===== src/rtl/johnson_code_monitor.sv =====
// Receive-side monitor for a Johnson-coded bus: decodes index/one-hot, checks
// code legality and step sequencing, locks on a clean advance and counts wraps.
module johnson_code_monitor #(
  parameter int WIDTH    = 4,
  parameter int IDX_W    = 3,
  parameter int LOCK_CNT = 2,
  parameter int CNT_W    = 8
) (
  input  logic               clk,
  input  logic               reset,
  input  logic               en,
  input  logic [WIDTH-1:0]   q_in,
  input  logic               clr_err,
  output logic [IDX_W-1:0]   state_idx,
  output logic [2*WIDTH-1:0] one_hot,
  output logic               valid,
  output logic               illegal,
  output logic               seq_err,
  output logic               locked,
  output logic [CNT_W-1:0]   wrap_cnt,
  output logic               sticky_err
);

  localparam int N = 2 * WIDTH;
  localparam logic [IDX_W-1:0] LAST = IDX_W'(N - 1);

  typedef enum logic {UNLOCKED, LOCKED} state_t;

  state_t             r_state, w_state_nx;
  logic [2:0]         r_adv, w_adv_nx;
  logic               r_first, w_first_nx;

  logic [IDX_W-1:0]   w_idx_nx;
  logic [2*WIDTH-1:0] w_oh_nx;
  logic               w_valid_nx, w_ill_nx, w_seq_nx, w_sticky_nx;
  logic [CNT_W-1:0]   w_wrap_nx;

  // Folding the upper half onto the lower half: both halves become a run of
  // ones from bit 0, so legality is "low-order mask" and idx is its popcount.
  logic [WIDTH-1:0]   w_t;
  logic               w_legal;
  logic [IDX_W-1:0]   w_cnt, w_idx, w_inc;
  logic               w_adv_ok, w_hold;

  always_comb begin
    w_t     = q_in[WIDTH-1] ? ~q_in : q_in;
    w_legal = ((w_t & (w_t + WIDTH'(1))) == '0);
    w_cnt   = '0;
    for (int i = 0; i < WIDTH; i++) w_cnt = w_cnt + IDX_W'(w_t[i]);
    w_idx   = q_in[WIDTH-1] ? (IDX_W'(WIDTH) + w_cnt) : w_cnt;
    w_inc   = (state_idx == LAST) ? '0 : state_idx + IDX_W'(1);
    // state_idx doubles as the previous legal index p
    w_adv_ok = !r_first && (w_idx == w_inc);
    w_hold   = !r_first && (w_idx == state_idx);
  end

  always_comb begin
    w_state_nx = r_state;
    w_adv_nx   = r_adv;
    w_first_nx = r_first;
    w_idx_nx   = state_idx;
    w_oh_nx    = one_hot;
    w_valid_nx = valid;
    w_wrap_nx  = wrap_cnt;
    w_ill_nx   = 1'b0;
    w_seq_nx   = 1'b0;
    if (en) begin
      if (!w_legal) begin
        w_ill_nx   = 1'b1;
        w_valid_nx = 1'b0;
        w_oh_nx    = '0;
        w_state_nx = UNLOCKED;
        w_adv_nx   = '0;
        w_first_nx = 1'b1;
      end else begin
        w_valid_nx        = 1'b1;
        w_idx_nx          = w_idx;
        w_oh_nx           = '0;
        w_oh_nx[w_idx]    = 1'b1;
        w_first_nx        = 1'b0;
        case (r_state)
          UNLOCKED: begin
            if (w_adv_ok)     w_adv_nx = r_adv + 3'd1;
            else if (!w_hold) w_adv_nx = '0;
            if (w_adv_nx == 3'(LOCK_CNT)) begin
              w_state_nx = LOCKED;
              w_adv_nx   = '0;
            end
          end
          LOCKED: begin
            if (w_adv_ok && (w_idx == '0)) begin
              w_wrap_nx = wrap_cnt + CNT_W'(1);
            end else if (!w_adv_ok && !w_hold) begin
              w_seq_nx   = 1'b1;
              w_state_nx = UNLOCKED;
              w_adv_nx   = '0;
              w_first_nx = 1'b1;
            end
          end
          default: w_state_nx = UNLOCKED;
        endcase
      end
    end
    // a new error in the same cycle beats clr_err
    w_sticky_nx = (sticky_err & ~clr_err) | w_ill_nx | w_seq_nx;
  end

  always_ff @(posedge clk) begin
    if (reset) begin
      r_state    <= UNLOCKED;
      r_adv      <= '0;
      r_first    <= 1'b1;
      state_idx  <= '0;
      one_hot    <= '0;
      valid      <= 1'b0;
      illegal    <= 1'b0;
      seq_err    <= 1'b0;
      wrap_cnt   <= '0;
      sticky_err <= 1'b0;
    end else begin
      r_state    <= w_state_nx;
      r_adv      <= w_adv_nx;
      r_first    <= w_first_nx;
      state_idx  <= w_idx_nx;
      one_hot    <= w_oh_nx;
      valid      <= w_valid_nx;
      illegal    <= w_ill_nx;
      seq_err    <= w_seq_nx;
      wrap_cnt   <= w_wrap_nx;
      sticky_err <= w_sticky_nx;
    end
  end

  assign locked = (r_state == LOCKED);

endmodule


===== config.mk =====
export PLATFORM = sky130hd
export DESIGN_NAME = johnson_code_monitor
export DESIGN_NICKNAME = d
export VERILOG_FILES = /design/src/rtl/johnson_code_monitor.sv
export SDC_FILE = /design/constraint.sdc
export NUM_CORES = 1
export LEC_CHECK = 0
export BUFFER_PORTS_ARGS = -buffer_cell sky130_fd_sc_hd__clkbuf_2
export CAP_MARGIN = 0
export CORE_MARGIN = 1.5
export CORE_UTILIZATION = 38
export DETAILED_ROUTE_END_ITERATION = 8
export PLACE_DENSITY = 0.69
export SLEW_MARGIN = 10
export SYNTH_ARGS = -nofsm -noshare
export SYNTH_HDL_FRONTEND = slang
export SYNTH_SLANG_ARGS = --single-unit

===== constraint.sdc =====
create_clock -name clk -period 3 [get_ports clk]
set_clock_uncertainty 0.1 [all_clocks]
set_input_delay 0.6 -clock clk [delete_from_list [all_inputs] [get_ports clk]]
set_output_delay 0.6 -clock clk [all_outputs]
set_load 0.01 [all_outputs]

Word level (Yosys, flattened, before mapping)
Index checks and enable logic that the tools add are counted.

Bits in registers: 28. Output and inout bits: 24. Logic and storage cells: 76.

Add/subtract/negate cells: 8. $lt $le $gt $ge: 2. Eq/ne operators: 6. Multiplexer cells: 30. Bitwise logic cells: 7. Reductions and logical operators: 13.

Operator list (count): 3-bit 2-to-1 mux (11); 1-bit 2-to-1 mux (14); 8-bit by 1-bit adder with 8-bit output (second input constant) (1); 8-bit 2-to-1 mux (1); 3-bit by 1-bit adder with 3-bit output (second input constant) (2); 3-bit == test (2); 3-bit one-hot mux with 2 select lines (1); 1-bit logical AND (5); 4-bit by 1-bit adder with 4-bit output (second input constant) (1); 4-bit bitwise AND (1); 4-bit zero test (1); 3-bit by 4-bit < comparator with 1-bit output (second input constant) (1); 4-bit 2-to-1 mux (1); 4-bit NOT (1); 4-bit AND reduction (1); 2-bit by 1-bit adder with 3-bit output (1); 3-bit by 1-bit adder with 3-bit output (1); 3-bit adder (first input constant) (1); 1-bit demux with 3-bit select (1); 3-bit by 2-bit == test with 1-bit output (second input constant) (1); 3-bit == test (second input constant) (1); 3-bit by 1-bit greater-or-equal comparator with 1-bit output (second input constant) (1); 1-bit zero test (3); 3-bit zero test (1); other kinds (9) (11).

Longest topological paths before layout
Depth after elaboration: 18. Depth in mapped cells: 12.

Least setup slack after synthesis
No wires, ideal clock.

Kind: input-to-reg. Start point: input q_in[3]. End point: register wrap_cnt[7]. Setup time: 71 ps. Data arrival time: 3138 ps. Required time: 2829 ps. Slack: -309 ps. Cell stages on the path: 12. Cell sequence: buf_6 > xnor2_1 > inv_1 > ha_1 > ha_1 > ha_1 > xnor2_1 > and2_1 > and4_4 > nand2_4 > or4_1 > a21oi_1.

Cells in the longest elaborated chain, start to end: 10. Elaborated cells on any way between the ends: 15. Those cells by class: add/sub: 5; eq/ne: 1; mux: 2; bitwise: 2; reduce/logical: 5.

Ends and longest elaborated chain: start, declared (line 12) `input logic [WIDTH-1:0] q_in,`; 4-bit 2-to-1 mux (line 46) `w_t = q_in[WIDTH-1] ? ~q_in : q_in;`; 1-bit by 1-bit adder with 2-bit output (line 49) `for (int i = 0; i < WIDTH; i++) w_cnt = w_cnt + IDX_W'(w_t[i]);`; 2-bit by 1-bit adder with 3-bit output (line 49); 3-bit by 1-bit adder with 3-bit output (line 49); 3-bit adder (line 50) `w_idx = q_in[WIDTH-1] ? (IDX_W'(WIDTH) + w_cnt) : w_cnt;`; 3-bit 2-to-1 mux (line 50); 3-bit == test (line 53) `w_adv_ok = !r_first && (w_idx == w_inc);`; 1-bit logical AND (line 53); 1-bit logical AND (line 91) `if (w_adv_ok && (w_idx == '0)) begin`; 4-bit AND reduction (no line) (*); end signal, assigned (line 129) `wrap_cnt <= w_wrap_nx;`; end, declared (line 20) `output logic [CNT_W-1:0] wrap_cnt,`.

Every way passes the cells marked *; elsewhere a longest branch is shown, timed or not. A chain may end at the register's enable or synchronous reset.

Worst setup path after layout
Start point: input q_in[1]. End point: register wrap_cnt[7].

Cells in the longest elaborated chain, start to end: 11. Elaborated cells on any way between the ends: 15. Those cells by class: add/sub: 5; eq/ne: 1; mux: 2; bitwise: 2; reduce/logical: 5.

Ends and longest elaborated chain (line): 4-bit NOT (46); 4-bit 2-to-1 mux (*) (46); 1-bit by 1-bit adder with 2-bit output (49); 2-bit by 1-bit adder with 3-bit output (49); 3-bit by 1-bit adder with 3-bit output (49); 3-bit adder (50); 3-bit 2-to-1 mux (50); 3-bit == test (53); 1-bit logical AND (53); 1-bit logical AND (91); 4-bit AND reduction (no line) (*).

Marked as above.

==> qor.yml <==
syn-cell-area_um2: 1540
required_ns: 3.10
io_pins: 32
crit_fanout: 4
start_kind: "primary input"
startpoint: "q_in[1]"
drt_wl_total_mm: 3.29
synth_ff_type: "dfxtp_1"
synth_top_cell_by_area: "dfxtp_1"
drtIter0Drc: 77
dp.final_hpwl_mm: 2.36
avgRoutedWirePerCell_um: 12.2
reg2regPathDepth: 8
grt_pass1_wl_mm: 5.53
slowest_delay_ns: 0.49
fillers: 335
hp-class: "flip-flop to flip-flop"
status: "finished clean"
finalHoldViolCount: 0
synth_edf_count: 0
critPathMostFrequentCell: "xnor2_4"
yosys-top-cells-area: "dfxtp_1, ha_1, nor2_1"
r2r_slack_ns: 0.47
drc: 0
cp_top_family: "simple AND/OR/NAND/NOR gates"
fin_crit_sh_pct: 96.0
peakVddDrop_uv: 174
slew_headroom_pct: 61.7
antenna_found_initial: 0
path_cells: "clkbuf_2 > xnor2_4 > inv_1 > ha_1 > ha_2 > ha_4 > xnor2_4 > and2_4 > and4_4 > nand2_4 > or4_1 > a21oi_1"
worstSetupPathType: "primary input to flip-flop"
worstMarginPinSlew_ns: 0.575
cts_tree: "built"
synth_top_area_share_pct: 36.4
timing.critical_path.to: "wrap_cnt[7]$_SDFFE_PP0P_"
syn_avg_cell_area_um2: 9.16
drive_above_1_share_pct: 38.5
end_kind: "flip-flop"
met2_wirelength_mm: 1.52
cts_inserted_buffers: 3
areaGrowthSynthToFinish_pct: 35.6
routed.top_layer: "met4"
die_y_um: 66.6
dieArea_um2: 4440
finalInstanceArea_um2: 2090
clk_path_buf_depth: 2
maxCapViolCount: 0
ant_nets: 0
gp_congestion: 0.818
cellPowerDensity_nw_per_um2: 438
yosysSeqAreaShare_pct: 36.4
drt-met1-wl_mm: 1.60
io_buffers: 31
fin_crit_ns: 2.88
syn-num-nets: 184
path_clk_slew_ns: 0.10
timing.rr.start: "state_idx[0]$_SDFFE_PP0P_"
setup_tns_ns: 0
grt_pass1_vias: 1260
core_area_um2: 3770
dpl_cell_area_um2: 1940
crit_slowest_cell: "or4_1"
p_leak_uw: 0.000895
met3_length_um: 146
cts_sinks: 28
drtPass1Iterations: 6
setup_violations: 0
nNetsFinal: 238
rows: 22
reg2reg_to: "locked$_SDFFE_PP0P_"
vias_per_cell: 5.06
cp.depth: 12
grt_max_degree: 29
ys_types: 48
grt_util_all_layers_pct: 15.8
finalMaxSlewViolations: 0
ys_warn_count: 0
critPathArrivalTime_ns: 2.98
fp.dieW_um: 66.6
start_util_pct: 40.8
grt_remaining_overflow: 0
path_buf_inv: 2
clkLatencyLatePin_ns: 0.27
n_antenna_cell: 0
netlist_instances: 168
root_buffer: "clkbuf_8"
h-tree-depth: 1
num_vias: 1361
ys_ff_latch: 28
async_reset_ff_share_pct: 0
fmax_mhz: 347
-- cells by family after synthesis --
group | count (synthesis) | share of synthesized area, %
AND/OR/NAND/NOR | 67 | 22.7
buffers and inverters | 13 | 3.90
adder cells (fa/ha/maj) | 8 | 6.99
flip-flops | 28 | 36.4
XOR/XNOR | 15 | 8.54
AO/OA/AOI/OAI | 30 | 15.7
multiplexers | 7 | 5.77
-- cells in the mapped netlist (2+ instances only) --
| library cell | instances |
|---|---|
| a21oi_1 | 10 |
| a22oi_1 | 5 |
| a32oi_1 | 2 |
| and2_1 | 5 |
| clkbuf_1 | 3 |
| dfxtp_1 | 28 |
| ha_1 | 7 |
| inv_1 | 7 |
| mux2i_1 | 4 |
| nand2_1 | 12 |
| nand2b_1 | 2 |
| nand3_1 | 4 |
| nand4_1 | 3 |
| nor2_1 | 22 |
| nor3_1 | 6 |
| nor4_1 | 2 |
| o31ai_1 | 2 |
| xnor2_1 | 7 |
| xor2_1 | 8 |
-- worst reg2reg max path: stages, from the launching register on --
cell	delay, ns
dfxtp_1	0.39
ha_1	0.23
ha_1	0.20
or4_4	0.54
a211oi_4	0.25
buf_6	0.15
mux2i_2	0.22
o311ai_1	0.14
a221oi_2	0.21
-- worst min-delay path by stage --
stage,from,endpoint,slack (ns),cells after the start
final,valid$_SDFFE_PP0P_,valid$_SDFFE_PP0P_,0.37,2
after global routing,sticky_err$_SDFF_PP0_,sticky_err$_SDFF_PP0_,0.40,2
after CTS,one_hot[0]$_SDFFE_PP0P_,one_hot[0]$_SDFFE_PP0P_,0.37,2
after detailed placement,one_hot[0]$_SDFFE_PP0P_,one_hot[0]$_SDFFE_PP0P_,0.36,2
after global placement,sticky_err$_SDFF_PP0_,sticky_err$_SDFF_PP0_,0.36,2
after floorplan,r_adv[1]$_SDFFE_PP0P_,r_adv[1]$_SDFFE_PP0P_,0.37,1
-- cells in the final DEF (no fill, tap or decap), drive strengths merged, types with 2 or more instances in the layout --
cell type	n
xor2	8
a22oi	5
clkbuf	33
mux2i	5
xnor2	7
nor3	6
o31ai	3
a32oi	2
buf	25
nand4	3
nand3	4
dfxtp	28
inv	7
and2	6
a21oi	11
nand2b	2
nor2	22
nand2	13
ha	7
or4	2
nor4	2
mux2	2
-- what timing repair did --
item	CTS	global route
endpoints found under the setup margin	6	7
cloned	0	1
buffers inserted	0	1
pin swaps	0	6
hold buffers	0	0
resized for setup	5	6
-- flip-flops by register name (all words and copies together) (netlist names) --
register,flops
one_hot,8
wrap_cnt,8
r_adv,3
state_idx,3
illegal,1
locked,1
r_first,1
seq_err,1
sticky_err,1
valid,1
-- where the power goes --
part | internal [uW] | switching [uW] | total (uW)
Clock | 179 | 117 | 296
Sequential | 382 | 10.6 | 393
Combinational | 111 | 113 | 225
Total | 672 | 241 | 914
-- routing by layer --
metal | vias to the layer above | track usage, %
met4 | 0 | 6.38
met5 | - | 0
met2 | 31 | 26.4
li1 | 702 | -
met3 | 4 | 1.69
met1 | 624 | 20.7
-- area by class of cell --
class	instances	area [um^2]	share of cell area [%]
Tap cell	48	60.1	2.88
Clock buffer	3	41.3	1.98
Multi-Input combinational cell	127	1030	49.2
Timing Repair Buffer	55	342	16.4
Clock inverter	1	30.0	1.44
Sequential cell	28	561	26.9
Inverter	7	26.3	1.26
-- metrics by stage --
stage,worst slack [ns],std cells,hold WS [ns],util (%),power [uW]
4_1_cts,0.0218,267,0.372,54.2,911
2_1_floorplan,-0.179,168,0.368,-,543
6_report,0.121,269,0.370,55.3,914
3_3_place_gp,-0.307,263,0.358,51.6,607
5_1_grt,-0.0244,269,0.400,55.3,958
3_5_place_dp,-0.392,263,0.356,51.6,609
Power figures use the tool's default switching activity.
